**config.mk**
```make
export PLATFORM = sky130hd
export DESIGN_NAME = fe_instr_sender
export DESIGN_NICKNAME = d
export VERILOG_FILES = /design/src/rtl/fe_instr_sender.sv
export SDC_FILE = /design/constraint.sdc
export NUM_CORES = 1
export LEC_CHECK = 0
export CAP_MARGIN = 30
export CORE_ASPECT_RATIO = 0.9
export CORE_MARGIN = 2
export CORE_UTILIZATION = 52
export DETAILED_ROUTE_END_ITERATION = 10
export MAX_ROUTING_LAYER = met4
export PLACE_DENSITY = 0.85
export SLEW_MARGIN = 5
export SYNTH_ARGS = -nofsm -noshare
export SYNTH_HDL_FRONTEND = slang
export SYNTH_SLANG_ARGS = --single-unit
```
**constraint.sdc**
```tcl
create_clock -name clk -period 5.1 [get_ports clk]
set_input_delay 0.765 -clock clk [delete_from_list [all_inputs] [get_ports clk]]
set_output_delay 0.765 -clock clk [all_outputs]
set_load 0.005 [all_outputs]
```
**src/rtl/fe_instr_sender.sv**
```systemverilog
// fe_instr_sender: fetch-side transmitter of the FE1->decode instruction path.
// Buffers fetch packets in a small circular FIFO and forwards them to decode,
// throttled by a credit counter that mirrors free decode uop-queue slots.
// A branch mispredict flushes the buffer but leaves the credits alone.
// Optional build macro: FE_SENDER_BYPASS_EN -- lets a fill packet go straight to
// decode in the same cycle when the buffer is empty and a credit is available.
module fe_instr_sender #(
  parameter int DATA_W     = 32,
  parameter int DEPTH      = 4,
  parameter int DE_CREDITS = 2
) (
  input  logic                              clk,
  input  logic                              reset_n,
  input  logic                              fill_valid_fe0,
  input  logic [DATA_W-1:0]                 fill_instr_fe0,
  output logic                              fill_ready_fe0,
  input  logic                              de_pop_de1,
  input  logic                              br_mispred_rb1,
  output logic                              valid_fe1,
  output logic [DATA_W-1:0]                 instr_fe1,
  output logic [$clog2(DE_CREDITS+1)-1:0]   credits_fe1,
  output logic                              buf_empty
);

  localparam int PTR_W  = $clog2(DEPTH);
  localparam int CNT_W  = $clog2(DEPTH+1);
  localparam int CRED_W = $clog2(DE_CREDITS+1);

  logic [DATA_W-1:0] r_mem [DEPTH];
  logic [PTR_W-1:0]  r_wr_ptr;
  logic [PTR_W-1:0]  r_rd_ptr;
  logic [CNT_W-1:0]  r_count;
  logic [CRED_W-1:0] r_credits;

  logic              w_empty;
  logic              w_full;
  logic              w_has_credit;
  logic              w_send_buf;
  logic              w_bypass;
  logic              w_push;
  logic [CNT_W-1:0]  w_count_nxt;
  logic [CRED_W-1:0] w_credits_nxt;

  assign w_empty      = (r_count == '0);
  assign w_full       = (r_count == CNT_W'(DEPTH));
  assign w_has_credit = (r_credits != '0);

  // Ready depends on occupancy only; a same-cycle send does not open a slot early.
  assign fill_ready_fe0 = reset_n & ~w_full & ~br_mispred_rb1;

  // Head-of-buffer send: needs a packet, a credit, and no flush in progress.
  assign w_send_buf = reset_n & ~w_empty & w_has_credit & ~br_mispred_rb1;

`ifdef FE_SENDER_BYPASS_EN
  // Empty buffer with a credit: the fill packet goes straight to decode.
  assign w_bypass = reset_n & w_empty & w_has_credit & ~br_mispred_rb1 & fill_valid_fe0;
`else
  assign w_bypass = 1'b0;
`endif

  assign w_push    = fill_valid_fe0 & fill_ready_fe0 & ~w_bypass;
  assign valid_fe1 = w_send_buf | w_bypass;
  assign instr_fe1 = w_send_buf ? r_mem[r_rd_ptr] :
                     (w_bypass ? fill_instr_fe0 : '0);

  assign buf_empty   = w_empty;
  assign credits_fe1 = r_credits;

  // Occupancy follows push/pop; both in one cycle leave it unchanged.
  always_comb begin
    w_count_nxt = r_count;
    case ({w_push, w_send_buf})
      2'b10:   w_count_nxt = r_count + CNT_W'(1);
      2'b01:   w_count_nxt = r_count - CNT_W'(1);
      default: w_count_nxt = r_count;
    endcase
  end

  // Credits: a send spends one, a decode pop returns one; clamp at both ends.
  always_comb begin
    w_credits_nxt = r_credits;
    case ({valid_fe1, de_pop_de1})
      2'b10:   if (r_credits != '0) w_credits_nxt = r_credits - CRED_W'(1);
      2'b01:   if (r_credits != CRED_W'(DE_CREDITS)) w_credits_nxt = r_credits + CRED_W'(1);
      default: w_credits_nxt = r_credits;
    endcase
  end

  // Pointer/count state; a mispredict discards every buffered packet.
  always_ff @(posedge clk or negedge reset_n) begin
    if (!reset_n) begin
      r_wr_ptr <= '0;
      r_rd_ptr <= '0;
      r_count  <= '0;
    end else if (br_mispred_rb1) begin
      r_wr_ptr <= '0;
      r_rd_ptr <= '0;
      r_count  <= '0;
    end else begin
      if (w_push)     r_wr_ptr <= r_wr_ptr + PTR_W'(1);
      if (w_send_buf) r_rd_ptr <= r_rd_ptr + PTR_W'(1);
      r_count <= w_count_nxt;
    end
  end

  // Credit register survives a mispredict; only reset restores the full count.
  always_ff @(posedge clk or negedge reset_n) begin
    if (!reset_n) r_credits <= CRED_W'(DE_CREDITS);
    else          r_credits <= w_credits_nxt;
  end

  // Packet storage; contents are only meaningful below the count, so no reset.
  always_ff @(posedge clk) begin
    if (w_push) r_mem[r_wr_ptr] <= fill_instr_fe0;
  end

  // Decode must never return a credit it was not given.
  a_no_credit_overflow: assert property (@(posedge clk) disable iff (!reset_n)
    !(de_pop_de1 && (r_credits == CRED_W'(DE_CREDITS))));

  // A refused fill must be held stable until taken, unless a flush drops it.
  a_fill_stable: assert property (@(posedge clk) disable iff (!reset_n)
    (fill_valid_fe0 && !fill_ready_fe0 && !br_mispred_rb1) |=>
    (br_mispred_rb1 || (fill_valid_fe0 && $stable(fill_instr_fe0))));

endmodule

```
# After elaboration in Yosys (flattened, before gate mapping)

Memory sizes are Yosys's and may differ from the RTL's.
Cells that the tools add are included.

Flip-flop bits (word level): 9
Bits in latches: 0
RAM bits: 128
Memory bits (read-only): 0
Bits of input ports: 37
Word-level logic and storage cells: 47
Memories: 1

Memories:

| memory | words | bits a word | read ports | clocked after Yosys merged registers in | wr ports | line | RTL |
|---|---|---|---|---|---|---|---|
| r_mem  | 4     | 32          | 1          | 0                                       | 1        | 29   | `logic [DATA_W-1:0] r_mem [DEPTH];` |

Add/sub/neg operators: 6
$mul: 0
Divide/modulo/power cells: 0
Order comparisons: 0
Equal/unequal tests: 8
Shift operators: 0
Multiplexer cells: 12
Bitwise logic cells: 9
Reductions and logical operators: 7

Operator list:

| kind                                                 | number |
|---|---|
| two-way mux 32 bit                                   | 1 |
| two-way mux 2 bit                                    | 6 |
| nonzero test 2 bit                                   | 4 |
| adder 2 x 1 -> 2 bit (second input constant)         | 3 |
| AND 1 bit                                            | 6 |
| inequality test 2 bit (second input constant)        | 3 |
| one-hot mux 3 bit (2 select lines)                   | 1 |
| equality test 2 x 1 -> 1 bit (second input constant) | 2 |
| equality test 2 bit (second input constant)          | 2 |
| one-hot mux 2 bit (2 select lines)                   | 1 |
| adder 3 x 1 -> 3 bit (second input constant)         | 1 |
| equality test 3 bit (second input constant)          | 1 |
| logical NOT 3 bit                                    | 1 |
| two-way mux 3 bit                                    | 1 |
| inverter 1 bit                                       | 3 |
| AND reduction 3 bit                                  | 1 |
| nonzero test 3 bit                                   | 1 |
| subtractor 3 x 1 -> 3 bit (second input constant)    | 1 |
| two-way mux 1 bit                                    | 2 |
| subtractor 2 x 1 -> 2 bit (second input constant)    | 1 |

# Longest topological paths before layout

Word-level depth: 8
Gate-level depth with buffers: 9
Mapped depth without buffers: 7

# Worst setup path before layout

OpenSTA, ideal clock, no wires.

Path type: input to register
From: in br_mispred_rb1
To: mem r_mem[0][0], enable pin
Data arrival time: 2.188 ns
Setup slack: 2.520 ns
Stages on the path: 4
Buffers on the path: 1
Cells stage by stage: buf_2 nand3b_1 nor2_2 and2_1

Cells in the longest elaborated chain, start to end: 5

Ends and longest elaborated chain:

| item                                    | line | RTL |
|---|---|---|
| from (decl)                             | 18   | `input logic br_mispred_rb1,` |
| inverter 1 bit                          | 49   | `assign fill_ready_fe0 = reset_n & ~w_full & ~br_mispred_rb1;` |
| AND 1 bit                               | 49   |  |
| AND 1 bit                               | 61   | `assign w_push = fill_valid_fe0 & fill_ready_fe0 & ~w_bypass;` |
| two-way mux 1 bit                       | 114  | `if (w_push) r_mem[r_wr_ptr] <= fill_instr_fe0;` |
| two-way mux 1 bit (not written as such) | 114  |  |
| to (decl)                               | 29   |  |

No other way between the ends.

# Worst setup path after layout

From: in reset_n
To: out instr_fe1[16]

Cells in the longest elaborated chain, start to end: 4

Ends and longest elaborated chain:

| item                   | line | RTL |
|---|---|---|
| from (decl)            | 13   | `input logic reset_n,` |
| AND 1 bit (3 in a row) | 52   | `assign w_send_buf = reset_n & ~w_empty & w_has_credit & ~br_mispred_rb1;` |
| two-way mux 32 bit     | 63   | `assign instr_fe1 = w_send_buf ? r_mem[r_rd_ptr] :` |
| to (decl)              | 20   | `output logic [DATA_W-1:0] instr_fe1,` |

No other way between the ends.

==> summary.txt <==
Yosys
  – Ys Warns: 0
  – Avg Cell Area, Syn: 20.2 um2
  – Synthesized flop and latch total: 137
  – Primary FF master, synth: edfxtp_1
  – Number of flops mapped to enable cells by yosys: 128
  – Mapped cell area: 5450 um2
  – Unique cell type count in the Yosys netlist: 33
  – Ys async rst share: 6.57%
  – Net count of the mapped netlist: 312
  – Sequential cell area fraction in the yosys report: 74.7%
  – Mapped Cells: 270

Pwr
  – Net Sw Frac: 22.5%
  – Reg power frac: 44.2%
  – Worst VDD drop: 0.000243 V
  – Comb power frac: 13.5%
  – Pwr Density: 437 nW/um2
  – Switch Pwr: 681 uW
  – Clock Power Share: 42.3%
  – Pleak: 2.24 nW
  – Internal Power: 2.35 mW

Timing
  – Fin. max-slew vios: 0
  – Post-layout min period: 4.25 ns
  – Slew margin rel.: 40.4%
  – Final WS setup: 0.847 ns
  – Setup TNS: 0 ns
  – Worst-Margin Slew: 0.894 ns
  – Final hold vios: 0
  – Setup Viol. Count Final: 0
  – Tcrit/Tclk final: 83.4%
  – Unrepaired setup endpoints after global routing: false
  – Final Hold Slack: 0.568 ns
  – Clk_skew: 0.0114 ns
  – Maximum clock frequency: 0.235 GHz

Detailed routing
  – Post-Route WL: 9.55 mm
  – DRT antenna net count: 0
  – Via density per instance: 5.58
  – Met2 wire len: 4.99 mm
  – Vias: 2745
  – Routed met1 length: 4.03 mm
  – First-pass DRT Iterations: 4
  – WL per Instance: 19.4 um
  – Top sig layer: met4
  – Met3 WL post-DR: 385 um
  – Remaining DRCs: 0
  – 1st-iter DRT viols: 124

Placed design
  – RD Place Congestion: 0.764
  – Dpl hpwl: 5.40 mm
  – Number of port buffers: 73
  – Placed Area: 6300 um2
  – Pre-CTS setup slack: 0.862 ns

Setup path
  – Slowest stage delay, CP: 0.76 ns
  – Arr. time, crit path: 3.49 ns
  – Kind of critical path: input port to output port
  – Slowest-stage cell, CP: clkdlybuf4s50_1
  – Critical Path End Type: output port
  – Startpoint Class: input port
  – CP Max Fanout: 36
  – CP most frequent cell: clkdlybuf4s50_1
  – Crit path required time: 4.34 ns
  – Critical-path cell list: clkdlybuf4s50_1 > o21a_1 > nand3_2 > nor2b_1 > clkdlybuf4s50_1

Global route
  – Largest net degree at the start of global routing: 37
  – Number of antenna violations at the first check in global routing: 0
  – Vias in the first global route: 2868
  – Total track usage: 18.5%
  – GRT overflow: 0
  – First-pass GRT wire length: 14.9 mm

Finish
  – N_diodes: 0
  – Commonest non-fill, non-tap cells in the layout: 128 x edfxtp_1, 73 x clkdlybuf4s50_1, 36 x nor2b_1
  – Nets@finish: 392
  – Design area: 6920 um2
  – Post-layout utilization of the core: 67.9%
  – Synth-to-layout area growth: 27.0%
  – Share of cells above drive strength 1: 20.9%
  – Commonest non-fill, non-tap cell in the layout: edfxtp_1

Die
  – Die height: 101 um
  – Die W: 112 um
  – Core footprint: 10200 um2
  – Starting Density: 53.4%
  – Row cnt: 35
  – Die area: 11300 um2
  – Number of top-level pins: 74

Hold path
  – Hold WC Path Type: register to register

Clock tree
  – CTS sink count: 137
  – Resized Gates After CTS: 0
  – Post-CTS Setup Bufs: 0
  – Clock buffer depth: 2
  – Cts hold-fix bufs: 0
  – Clk pin slew, worst setup/hold paths: 0.06 ns
  – CTS tree: yes
  – H-tree levels: 4
  – CTS buffer count: 17
  – Worst skew pair latency: 0.41 ns
  – Root Buffer: clkbuf_16

Flow run
  – Max-cap violations: 0

Status
  – Status: finished clean
==> final timing paths <==
check | startpoint | to | slack [ns] | cells after the start
min in group asynchronous | reset_n | credits_fe1[0] | 0.68 | 1
setup reg to reg | credits_fe1[1] | r_count[2] | 2.25 | 7
hold / removal | credits_fe1[1] | credits_fe1[1] | 0.57 | 2
hold reg to reg | credits_fe1[1] | credits_fe1[1] | 0.57 | 2
max in group asynchronous | reset_n | r_rd_ptr[1] | 4.07 | 1
setup / recovery | reset_n | instr_fe1[16] | 0.85 | 5
==> cell type report <==
| type | count | area [um2] |
|---|---|---|
| clock buffer | 17 | 425 |
| clock inverter | 15 | 199 |
| inverter | 5 | 18.8 |
| multi-input combinational | 115 | 1310 |
| fill | 676 | 3280 |
| sequential | 137 | 4070 |
| timing repair buffer | 74 | 738 |
| tap | 129 | 161 |
==> synth_stat cells, types with 2 or more instances <==
library cell  number  area share [%]
edfxtp_1         128              71
nor2b_1           36             4.1
mux4_2            32              13
dfrtp_1            8             3.7
buf_2              7            0.64
clkbuf_1           6            0.41
inv_1              5            0.34
nor2_1             5            0.34
a21oi_1            4            0.37
and2_1             4            0.46
ha_1               4            0.92
nand2_1            4            0.28
nand3_1            3            0.28
mux2i_1            2            0.37
o21ai_0            2            0.18
xnor2_1            2            0.32
xor2_1             2            0.32
==> per-stage QoR <==
step,std cells,power (mW)
global route,492,3.13
floorplan,270,1.61
CTS,492,3.05
finish,492,3.03
global placement,460,1.76
detailed placement,460,1.77
==> per-layer routing <==
| layer | vias to the layer above | global-route usage, % |
|---|---|---|
| met2 | 68 | 31.3 |
| met1 | 1428 | 21.8 |
| met3 | 13 | 4.75 |
| met4 | 0 | 7.22 |
| met5 | - | - |
| li1 | 1236 | - |
==> power by group through the flow <==
stage | clock network [mW] | logic, mW | registers (mW)
after floorplan | 0 | 0.289 | 1.32
after global placement | 0 | 0.398 | 1.36
after detailed placement | 0 | 0.410 | 1.36
after CTS | 1.29 | 0.416 | 1.34
after global routing | 1.34 | 0.441 | 1.35
final | 1.28 | 0.408 | 1.34
==> flip-flops by register name (all words and copies together), names as in the netlist <==
name,count
r_count,3
r_rd_ptr,2
r_wr_ptr,2
r_mem,128
credits_fe1,2
==> logic make-up after synthesis <==
group	count (synthesis)	share of synthesized area, %
buf+inv	18	1.40
xor+xnor	4	0.643
mux	36	14.0
simple gates	59	6.54
flops	137	74.7
fa+ha+maj	5	1.29
compound gates	11	1.45
==> critical path, delay by kind of cell <==
family / cells / cell delay (ns)
buffers and inverters: 2 / 1.32
AOI/OAI and AO/OA: 1 / 0.28
and+or+nand+nor: 2 / 1.11
Power figures use the tool's default switching activity.
